File: src/rtl/multi_cycle_adder.sv
// Chunk-serial adder/subtractor: one CHUNK-bit slice per cycle with a registered carry,
// returning the result with carry and signed-overflow flags over a valid/ready handshake.
module multi_cycle_adder #(
  parameter int unsigned WIDTH = 32,
  parameter int unsigned CHUNK = 8,
  parameter int unsigned INC   = 4
) (
  input  logic             clk,
  input  logic             rst_n,
  input  logic [WIDTH-1:0] in1,
  input  logic [WIDTH-1:0] in2,
  input  logic [1:0]       mode,
  input  logic             in_valid,
  output logic             in_ready,
  input  logic             flush,
  output logic [WIDTH-1:0] out,
  output logic             carry_out,
  output logic             overflow,
  output logic             out_valid,
  input  logic             out_ready
);

  localparam int unsigned N    = WIDTH / CHUNK;
  localparam int unsigned CntW = (N > 1) ? $clog2(N) : 1;
  localparam logic [CntW-1:0] LastCnt = CntW'(N - 1);

  typedef enum logic [1:0] {StIdle, StBusy, StDone} state_e;

  state_e            state_q, state_d;
  logic [CntW-1:0]   cnt_q, cnt_d;
  logic              carry_q, carry_d;
  logic [WIDTH-1:0]  a_q, a_d;
  logic [WIDTH-1:0]  b_q, b_d;
  logic [WIDTH-1:0]  res_q, res_d;
  logic              cout_q, cout_d;
  logic              ovf_q, ovf_d;
  logic              valid_q, valid_d;

  logic [CHUNK-1:0]  a_slice, b_slice;
  logic [CHUNK:0]    slice_sum;

  // Select the current slice of both operands and add it with the registered carry.
  always_comb begin
    a_slice = '0;
    b_slice = '0;
    for (int unsigned i = 0; i < N; i++) begin
      if (cnt_q == CntW'(i)) begin
        a_slice = a_q[i*CHUNK +: CHUNK];
        b_slice = b_q[i*CHUNK +: CHUNK];
      end
    end
    slice_sum = {1'b0, a_slice} + {1'b0, b_slice} + {{CHUNK{1'b0}}, carry_q};
  end

  always_comb begin
    state_d = state_q;
    cnt_d   = cnt_q;
    carry_d = carry_q;
    a_d     = a_q;
    b_d     = b_q;
    res_d   = res_q;
    cout_d  = cout_q;
    ovf_d   = ovf_q;
    valid_d = valid_q;

    unique case (state_q)
      StIdle: begin
        if (!flush && in_valid) begin
          a_d = in1;
          case (mode)
            2'b01:   b_d = WIDTH'(INC);
            2'b10:   b_d = ~in2;
            default: b_d = in2;
          endcase
          // Subtraction is A + ~B + 1.
          carry_d = (mode == 2'b10);
          cnt_d   = '0;
          state_d = StBusy;
        end
      end
      StBusy: begin
        if (flush) begin
          state_d = StIdle;
        end else begin
          for (int unsigned i = 0; i < N; i++) begin
            if (cnt_q == CntW'(i)) res_d[i*CHUNK +: CHUNK] = slice_sum[CHUNK-1:0];
          end
          carry_d = slice_sum[CHUNK];
          cnt_d   = cnt_q + 1'b1;
          if (cnt_q == LastCnt) begin
            cout_d  = slice_sum[CHUNK];
            ovf_d   = (a_q[WIDTH-1] == b_q[WIDTH-1]) && (slice_sum[CHUNK-1] != a_q[WIDTH-1]);
            valid_d = 1'b1;
            state_d = StDone;
          end
        end
      end
      StDone: begin
        if (flush || out_ready) begin
          valid_d = 1'b0;
          state_d = StIdle;
        end
      end
      default: state_d = StIdle;
    endcase
  end

  always_ff @(posedge clk or negedge rst_n) begin
    if (!rst_n) begin
      state_q <= StIdle;
      cnt_q   <= '0;
      carry_q <= 1'b0;
      a_q     <= '0;
      b_q     <= '0;
      res_q   <= '0;
      cout_q  <= 1'b0;
      ovf_q   <= 1'b0;
      valid_q <= 1'b0;
    end else begin
      state_q <= state_d;
      cnt_q   <= cnt_d;
      carry_q <= carry_d;
      a_q     <= a_d;
      b_q     <= b_d;
      res_q   <= res_d;
      cout_q  <= cout_d;
      ovf_q   <= ovf_d;
      valid_q <= valid_d;
    end
  end

  assign in_ready  = (state_q == StIdle);
  assign out       = res_q;
  assign carry_out = cout_q;
  assign overflow  = ovf_q;
  assign out_valid = valid_q;

endmodule

File: config.mk
export PLATFORM = sky130hd
export DESIGN_NAME = multi_cycle_adder
export DESIGN_NICKNAME = d
export VERILOG_FILES = /design/src/rtl/multi_cycle_adder.sv
export SDC_FILE = /design/constraint.sdc
export NUM_CORES = 1
export LEC_CHECK = 0
export BUFFER_PORTS_ARGS = -buffer_cell sky130_fd_sc_hd__buf_2
export CAP_MARGIN = 20
export CORE_ASPECT_RATIO = 2
export CORE_MARGIN = 5
export CORE_UTILIZATION = 59
export DETAILED_ROUTE_END_ITERATION = 10
export GPL_TIMING_DRIVEN = 0
export PLACE_DENSITY = 0.85
export SLEW_MARGIN = 20
export SYNTH_ARGS = -nofsm -noshare
export SYNTH_HDL_FRONTEND = slang
export SYNTH_SLANG_ARGS = --single-unit
File: constraint.sdc
create_clock -name clk -period 6.1 [get_ports clk]
set_clock_uncertainty 0.2 [all_clocks]
set_input_delay 0.305 -clock clk [delete_from_list [all_inputs] [get_ports clk]]
set_output_delay 0.305 -clock clk [all_outputs]
set_load 0.02 [all_outputs]
==> After elaboration in Yosys (flattened, before gate mapping) <==
Cells that the tools add are included.
Widths: inputs -> output; s select.
{ "word_totals": {"regBits": 104, "in_bits": 71} }
{ "op_classes": {"addsub": 3, "eq_ne": 14, "n_mux": 24, "bitwise_logic": 2, "reduce_logical": 16} }
{ "op_table": {"columns": ["cell", "n"], "rows": [
  ["$mux 8", 8],
  ["$pmux 32 s2", 1],
  ["$not 32->32", 1],
  ["$reduce_and 3->1", 6],
  ["$mux 2", 6],
  ["$add 8x8->9", 1],
  ["$add 9x1->9", 1],
  ["$eq 2x2->1 const B", 4],
  ["$eq 2x1->1 const B", 3],
  ["$ne 2x2->1 const B", 3],
  ["$pmux 2 s3", 1],
  ["$mux 1", 5],
  ["$logic_not 2->1", 2],
  ["$pmux 1 s2", 2],
  ["$pmux 2 s2", 1],
  ["$reduce_and 4->1", 1],
  ["$reduce_bool 2->1", 2],
  ["$ne 3x3->1 const B", 1],
  ["$add 2x1->2 const B", 1],
  ["$logic_and 1x1->1", 2],
  ["$ne 2x1->1 const B", 1],
  ["$reduce_and 2->1", 1],
  ["$eq 1x1->1", 1],
  ["$logic_not 1->1", 1],
  ["other kinds (3)", 3]
]} }

==> Depth between registers and ports, before layout <==
Gate-level depths: netlist (run 1).
{ "logic_depth": {"word_depth": 9, "depth_mapped": 15, "depth_no_buf": 13} }

==> Worst setup path after synthesis (run 1) <==
Ideal clock, no wire load.
{ "synth_path": {"kind": "register to register", "startpoint": "register cnt_q[1]", "endpoint": "register res_q[14], in the netlist out[14]", "setup_time_ns": 0.139, "t_arrival_ns": 3.218, "required_time_ns": 5.761, "slack_ns": 2.542, "stages_incl_launch_ff": 15, "synth_period_minus_slack_ns": 3.558, "cell_sequence": "dfrtp_1 > inv_1 > ha_1 > clkbuf_1 > clkbuf_1 > a221oi_1 > nor3_1 > a21oi_1 > fa_1 > fa_1 > nor2b_1 > o21ai_0 > a21o_1 > a311oi_1 > o21ai_0"} }
{ "synth_via": {"elab_chain_len": 7} }
{ "synth_rtl": {"columns": ["element", "line", "source"], "rows": [
  ["start: declaration", "30", "logic [CntW-1:0] cnt_q, cnt_d;"],
  ["start signal: assignment", "121", "cnt_q <= cnt_d;"],
  ["$logic_not 2->1", "47", "if (cnt_q == CntW'(i)) begin"],
  ["$mux 8 (4 in series)", "47", null],
  ["$add 8x8->9", "52", "slice_sum = {1'b0, a_slice} + {1'b0, b_slice} + {{CHUNK{1'b0}}, carry_q};"],
  ["$add 9x1->9", "52", null],
  ["end signal: assignment", "125", "res_q <= res_d;"],
  ["end: declaration", "34", "logic [WIDTH-1:0] res_q, res_d;"]
]} }
Several ways; a longest one is shown, not always the timed one.
A chain may end at the register's enable or synchronous reset.

==> Worst setup path in the final report (run 1) <==
Same ends and word-level chain as after synthesis.

==> summary.txt, run 1 <==
=================================================================================
Outcome                                                              finished, final reports clean
GR met2 Demand/Resource                                                     0.482
Remaining global-route overflow                                                 0
Maximum number of pins on one net before global-route repair                   83
Power Total                                                               3.50 mW
Total I/O pin count                                                           107
Global-route wire length before repair                                    21.7 mm
Fin crit period                                                           4550 ps
Fill count                                                                    625
Drt initial violations                                                        335
Number of endpoints failing setup at the final stage                            0
Length of the first detailed-routing pass in iterations                         7
Required time of the worst setup path                                     6090 ps
Classification of the worst-slack hold path                          input pin to register
Clock tree from TritonCTS                                                    done
CP Data Arrival Time                                                      4540 ps
Worst Max-Slew Pin Slew                                                    583 ps
Beginning of the worst register-to-register path                         cnt_q[1]
Core outline area                                                       8530 um^2
Critical path fanouts, max                                                     10
Fin. Hold Viols                                                                 0
Relative max-transition margin                                              0.609
Post-synthesis instance area                                            5090 um^2
Routed length per placed instance                                         16.9 um
Share of Yosys cell area claimed by the top area cell type                  0.511
Final weighted congestion in routability-driven placement                   0.900
Mapped Avg Cell Area                                                    9.21 um^2
MaxCap Viol Count                                                               0
Cells taking the most area after synthesis                           sky130_fd_sc_hd__dfrtp_1 51%, sky130_fd_sc_hd__a21oi_1 9.8%, sky130_fd_sc_hd__mux2_2 7.3%, sky130_fd_sc_hd__nor2_1 5.5%, sky130_fd_sc_hd__nand2_1 5.3%
Number of placement rows                                                       48
Leakage dissipation                                                       2.93 nW
Worst IR Drop VDD                                                        0.272 mV
Timing-limited maximum frequency                                          220 MHz
Adder-cell share of the synthesized area                                   0.0398
Die W                                                                     75.7 um
Post-route ant nets                                                             0
Worst-case reg-to-reg path depth                                               14
Clock insertion delay at the later pin of the skew report                  340 ps
Beginning of the worst hold path                                           in1[6]
Met3 Track Usage GR                                                        0.0418
Resized cells post-CTS                                                          0
Endpoint kind of the worst setup timing path                             register
Number of placed cells counting well taps                                     760
Most area-hungry cell type in the Yosys netlist                      sky130_fd_sc_hd__dfrtp_1
Reg-to-reg setup timing slack                                             1550 ps
Multiplexer area fraction after synthesis                                  0.0729
P&R area growth vs syn                                                      23.7%
Clock slew seen by the registers of the worst setup and hold paths          60 ps
Antenna violations before repair                                                1
Cell area power density                                               556 nW/um^2
Count of clock tree sinks                                                     104
Die Ht                                                                     141 um
Post-DP HPWL                                                              10.2 mm
TNS Setup                                                                    0 ps
Via count of the first global-routing pass                                   4626
Die Outline Area                                                       10700 um^2
Residual DRC                                                                    0
Total nets after synthesis                                                    639
Proportion of synthesized chip area in sequential cells                     0.511
Simple-gate share of the synthesized area                                   0.155
Worst flop-to-flop path endpoint                                          out[14]
Non-filler instance count after layout                                        795
Buffers added on ports                                                        106
Number of stages on the worst hold path                                         2
Largest family of logic cells by synthesized area                    compound AO/OA/AOI/OAI gates
Via density per instance                                                     5.70
Global-route layer with the greatest usage                                   met2
Total vias in the final route                                                4533
XOR/XNOR share of the synthesized area                                    0.00516
Aggregate routed wire length                                              13.5 mm
Setup Fix Bufs, Post-CTS                                                        0
H-tree level count                                                              3
Number of hold buffers added after CTS                                         16
Clock root buffer master                                             sky130_fd_sc_hd__clkbuf_16
Element type at the critical path start                                  register
Initial standard-cell utilization of the core                               0.597
Final net count                                                               775
Synthesized-area fraction occupied by ao, oa, aoi and oai cells             0.181
Number of synthesis warnings                                                    0
Min-Delay Endpoint                                                         a_q[6]
Core Util, Final                                                            0.739
Crit path kind                                                       register to register
Synthesized flop and latch total                                              104
Share of cells above drive strength 1                                       0.236
Post-synthesis instance total                                                 553
Final Max Slew Viols                                                            0
Clk buf depth                                                                   2
RSZ-0062 raised after global routing                                        false
Met1 track utilization from global routing                                  0.286
Unique masters post-synth                                                      35
Total clock buffers created by CTS                                              9
Gr usage total                                                              0.269
Final period util                                                           0.745
=================================================================================
[flip-flops by register name, indices dropped and copies added (netlist names)]
name / cells
state_q: 2
out: 32
a_q: 32
b_q: 32
overflow: 1
cnt_q: 2
out_valid: 1
carry_out: 1
carry_q: 1
[where the power goes]
part | switching, mW | internal (mW)
combinational | 1.14 | 0.668
sequential | 0.142 | 0.919
clock | 0.237 | 0.394
[stage by stage]
stage | worst slack (ps) | hold slack (ps) | cell area, um^2
detailed placement | 1690 | -27.7 | 5780
finish | 1550 | 3.57 | 6300
CTS | 1600 | 0.0832 | 6280
global route | 1250 | 0.237 | 6300
global placement | 1850 | 256 | 5750
floorplan | 2540 | -191 | 5090
[worst max-delay path, cell delays in order, from the launching register on]
cell	delay, ps
sky130_fd_sc_hd__dfrtp_1	420
sky130_fd_sc_hd__inv_1	110
sky130_fd_sc_hd__ha_1	280
sky130_fd_sc_hd__clkbuf_1	320
sky130_fd_sc_hd__clkbuf_1	410
sky130_fd_sc_hd__a221oi_1	200
sky130_fd_sc_hd__nor3_1	200
sky130_fd_sc_hd__a21oi_1	110
sky130_fd_sc_hd__fa_1	450
sky130_fd_sc_hd__fa_1	420
sky130_fd_sc_hd__nor2b_1	120
sky130_fd_sc_hd__o21ai_0	150
sky130_fd_sc_hd__a21o_1	250
sky130_fd_sc_hd__a311oi_1	550
sky130_fd_sc_hd__o21ai_0	190
[layout by cell type (no fill, tap or decap), types with 2 or more instances in the layout]
cell type                         n
sky130_fd_sc_hd__clkbuf_1        31
sky130_fd_sc_hd__inv_1            9
sky130_fd_sc_hd__nor3_1           3
sky130_fd_sc_hd__ha_1            13
sky130_fd_sc_hd__nand3_1          3
sky130_fd_sc_hd__nor2b_1          5
sky130_fd_sc_hd__nand2b_1         3
sky130_fd_sc_hd__clkbuf_16        9
sky130_fd_sc_hd__bufinv_16        2
sky130_fd_sc_hd__o21ai_0         52
sky130_fd_sc_hd__nand2_1         72
sky130_fd_sc_hd__nor2_1          75
sky130_fd_sc_hd__dlygate4sd3_1   18
sky130_fd_sc_hd__buf_2          112
sky130_fd_sc_hd__xor2_1           2
sky130_fd_sc_hd__clkbuf_8         3
sky130_fd_sc_hd__fa_1             2
sky130_fd_sc_hd__mux2_2          33
sky130_fd_sc_hd__a21o_1           6
sky130_fd_sc_hd__a21oi_1        100
sky130_fd_sc_hd__a221oi_1         3
sky130_fd_sc_hd__or3_1            2
sky130_fd_sc_hd__a22o_1           2
sky130_fd_sc_hd__dfrtp_1        104
sky130_fd_sc_hd__nand3b_1        14
[cell type report]
cell class                 count  area [um^2]  share of cell area
buffer                        36          144              0.0228
tap                          100          125              0.0199
clock inverter                 2         60.1             0.00953
timing repair buffer         125          744               0.118
sequential                   104         2600               0.413
clock buffer                  14          274              0.0435
antenna                        1         2.50            0.000397
inverter                       9         33.8             0.00536
multi-input combinational    404         2310               0.367
[per-layer routing]
layer,routed length [um],vias up
met5,0,-
met4,776,0
met3,633,48
met2,7390,171
met1,4670,2139
li1,-,2175
[synthesized netlist by cell type, drive strengths merged]
| master | n |
|---|---|
| fa | 2 |
| ha | 13 |
| nand2b | 3 |
| a21o | 6 |
| a311oi | 1 |
| dfrtp | 104 |
| a31o | 1 |
| buf | 7 |
| nor2b | 5 |
| nand3 | 3 |
| nand2 | 72 |
| mux2 | 33 |
| a22oi | 1 |
| or3 | 2 |
| a221oi | 3 |
| xnor2 | 1 |
| nor4b | 1 |
| a2111oi | 1 |
| a41o | 1 |
| o21ai | 52 |
| nor2 | 75 |
| o211ai | 1 |
| a21oi | 100 |
| xor2 | 2 |
| inv | 9 |
| a22o | 2 |
| a211oi | 1 |
| clkbuf | 29 |
| nor3b | 2 |
| nand3b | 14 |
| nor3 | 3 |
| o21a | 1 |
| o21bai | 1 |
| or2 | 1 |
[cells by family (layout without fill, tap and decap cells)]
| kind of cell | after synthesis | after routing |
|---|---|---|
| and+or+nand+nor | 181 | 181 |
| AOI/OAI and AO/OA | 172 | 172 |
| DFF | 104 | 104 |
| buffers and inverters | 45 | 186 |
| muxes | 33 | 33 |
| adders and majority gates | 15 | 15 |
| xor gates and xnor gates | 3 | 3 |
| other | 0 | 1 |
[how the worst max path moves through the flow]
stage | end | cells after the start | slack (ps) | from
6_report | out[14] | 14 | 1550 | cnt_q[1]
4_1_cts | out[22] | 14 | 1600 | cnt_q[1]
3_3_place_gp | out[14] | 14 | 1850 | cnt_q[1]
2_1_floorplan | out[14] | 14 | 2540 | cnt_q[1]
3_5_place_dp | out[22] | 14 | 1690 | cnt_q[1]
5_1_grt | out[22] | 14 | 1250 | cnt_q[1]
Power figures use the tool's default switching activity.
==> run 2: changes to the inputs <==
- CORE_UTILIZATION: 59 -> 55
- PLACE_DENSITY: 0.85 -> 0.8
- clock period: 6.1 -> 4.49 ns (I/O delays scaled with it)
==> summary.txt, run 2 (synthesis gave the netlist of run 1 again) <==
=================================================================================
Outcome                                                              finished, violations left
Failing checks                                                       negative hold slack
Max incr delay on CP                                                       660 ps   +110 ps
Buffers added on ports                                                        106   unchanged
Fill count                                                                    653   +4.5%
Fin. Hold Viols                                                                 2   +2
Worst Max-Slew Pin Slew                                                    632 ps   +48.5 ps
Global-route wire length before repair                                    22.9 mm   +5.5%
Count of clock tree sinks                                                     104   unchanged
Element type at the critical path start                                  register
Final Max Slew Viols                                                            0   unchanged
Die W                                                                     78.1 um   +3.1%
Classification of the worst-slack hold path                          input pin to register
Die Ht                                                                     146 um   +3.3%
CP Data Arrival Time                                                      4280 ps   -260 ps
Number of placement rows                                                       49   +2.1%
Antenna violations before repair                                                0   -1
Total clock buffers created by CTS                                              9   unchanged
Leakage dissipation                                                       3.02 nW   +3.2%
MaxCap Viol Count                                                               0   unchanged
Sequence of cells on the critical path                               inv_1 > ha_1 > clkbuf_1 > clkbuf_2 > a221oi_1 > nor3_1 > a21oi_1 > fa_1 > fa_1 > nor2b_1 > o21ai_0 > a2111oi_0 > a311oi_2 > o21ai_0
Placement-stage worst setup slack                                          176 ps   -1510 ps
Non-filler instance count after layout                                        821   +3.3%
Number of endpoints failing setup at the final stage                            0   unchanged
Die Outline Area                                                       11400 um^2   +6.5%
Standard cell with the maximum stage delay on the critical path      sky130_fd_sc_hd__a2111oi_0
Total vias in the final route                                                4619   +1.9%
Final weighted congestion in routability-driven placement                   0.970   +7.8%
Length of the first detailed-routing pass in iterations                         4   -3
Drt initial violations                                                        328   -2.1%
Post-route cell area                                                    6530 um^2   +3.7%
Aggregate routed wire length                                              14.0 mm   +3.7%
Core outline area                                                       9010 um^2   +5.7%
Initial standard-cell utilization of the core                               0.565   -0.0321
Via count of the first global-routing pass                                   4775   +3.2%
Clock insertion delay at the later pin of the skew report                  350 ps   about the same
Share of cells above drive strength 1                                       0.234   -0.00265
Smallest setup slack after layout                                          275 ps   -1280 ps
Standard cell area after detailed placement                             5790 um^2   about the same
GR met2 Demand/Resource                                                     0.455   -0.0268
H-tree level count                                                              3   unchanged
Via density per instance                                                     5.63   -1.3%
Clock root buffer master                                             sky130_fd_sc_hd__clkbuf_16
Met3 Track Usage GR                                                        0.0432   +0.00131
Residual DRC                                                                    0   unchanged
Required time of the worst setup path                                     4550 ps   -1540 ps
Global-route layer with the greatest usage                                   met2
Fin crit period                                                           4220 ps   -332 ps
Post-route ant nets                                                             0   unchanged
Critical path fanouts, max                                                     10   unchanged
Ant. Diodes                                                                     0   -1
Clock slew seen by the registers of the worst setup and hold paths          70 ps   about the same
Met1 track utilization from global routing                                  0.266   -0.0193
Final period util                                                           0.939   +0.193
Power Total                                                               4.70 mW   +34%
Core Util, Final                                                            0.725   -0.0140
Most common library cell in the layout ignoring fill and taps        sky130_fd_sc_hd__buf_2
P&R area growth vs syn                                                      28.2%
Hold slack                                                               -3.24 ps   -6.82 ps
Post-DP HPWL                                                              10.3 mm   +0.40%
Number of placed cells counting well taps                                     762   +0.26%
Worst IR Drop VDD                                                        0.412 mV   +52%
Routed length per placed instance                                         17.0 um   +0.45%
Final net count                                                               800   +3.2%
Gr usage total                                                              0.252   -0.0178
Endpoint kind of the worst setup timing path                             register
Crit path kind                                                       register to register
Clock tree from TritonCTS                                                    done
TNS Setup                                                                    0 ps   unchanged
Cell area power density                                               720 nW/um^2   +30%
Timing-limited maximum frequency                                          237 MHz   +7.9%
Total I/O pin count                                                           107   unchanged
Relative max-transition margin                                              0.568   -0.0406
Remaining global-route overflow                                                 0   unchanged
Highest-count cells in the layout ignoring fill and taps             112 x sky130_fd_sc_hd__buf_2, 104 x sky130_fd_sc_hd__dfrtp_1, 100 x sky130_fd_sc_hd__a21oi_1
Clk buf depth                                                                   2   unchanged
Maximum number of pins on one net before global-route repair                   63   -24%
=================================================================================
-- run 2: cell types whose count changed in the layout (fill, tap and decap cells not counted) --
| cell | change |
|---|---|
| sky130_fd_sc_hd__diode_2 | -1 |
| sky130_fd_sc_hd__clkbuf_8 | -1 |
| sky130_fd_sc_hd__dlygate4sd3_1 | +25 |
| sky130_fd_sc_hd__clkinvlp_4 | +2 |
| sky130_fd_sc_hd__clkbuf_1 | -3 |
| sky130_fd_sc_hd__a311oi_2 | +1 |
| sky130_fd_sc_hd__a311oi_1 | -1 |
| sky130_fd_sc_hd__clkbuf_2 | +1 |
| sky130_fd_sc_hd__clkinv_2 | +2 |
| sky130_fd_sc_hd__bufinv_16 | -1 |
-- run 2: final timing paths --
| path | start | endpoint | slack [ps] | cells past startpoint |
|---|---|---|---|---|
| setup / recovery | cnt_q[1] | out[14] | 270 | 14 |
| hold reg to reg | out[22] | out[22] | 270 | 2 |
| max in group asynchronous | rst_n | a_q[31] | 3290 | 3 |
| hold / removal | in2[7] | b_q[7] | -3 | 3 |
| min in group asynchronous | rst_n | out_valid | 150 | 2 |
| setup reg to reg | cnt_q[1] | out[14] | 270 | 14 |
-- run 2: cell type report --
class / instances / area [um^2] / area share
sequential: 104 / 2600 / 0.398
timing repair buffer: 150 / 995 / 0.152
clock inverter: 5 / 55.1 / 0.00843
multi-input combinational: 404 / 2320 / 0.355
clock buffer: 11 / 253 / 0.0387
inverter: 9 / 33.8 / 0.00517
buffer: 36 / 145 / 0.0222
tap: 102 / 128 / 0.0195
-- run 2: timing repair --
action                                  CTS  global route
endpoints found under the setup margin    0             4
hold endpoints to repair                 87             0
resized for setup                         0             3
hold buffers                             43             0
buffers inserted                          0             0
-- run 2: critical path, delay by kind of cell (launching register included) --
family	cells	cell delay (ps)
adders and majority gates	3	1140
DFF	1	420
AOI/OAI and AO/OA	6	1370
buffers and inverters	3	700
and+or+nand+nor	2	290
-- run 2: metal layers --
layer	routed length, um	part of all wire
met5	0	0
met3	622	0.045
met1	4900	0.35
met4	696	0.050
met2	7750	0.55
-- run 2: power breakdown --
part	total [mW]	switching, mW	internal [mW]	leakage (nW)
Clock	0.797	0.337	0.460	0.148
Sequential	1.43	0.185	1.25	1.25
Combinational	2.47	1.54	0.933	1.62
Total	4.70	2.06	2.64	3.02
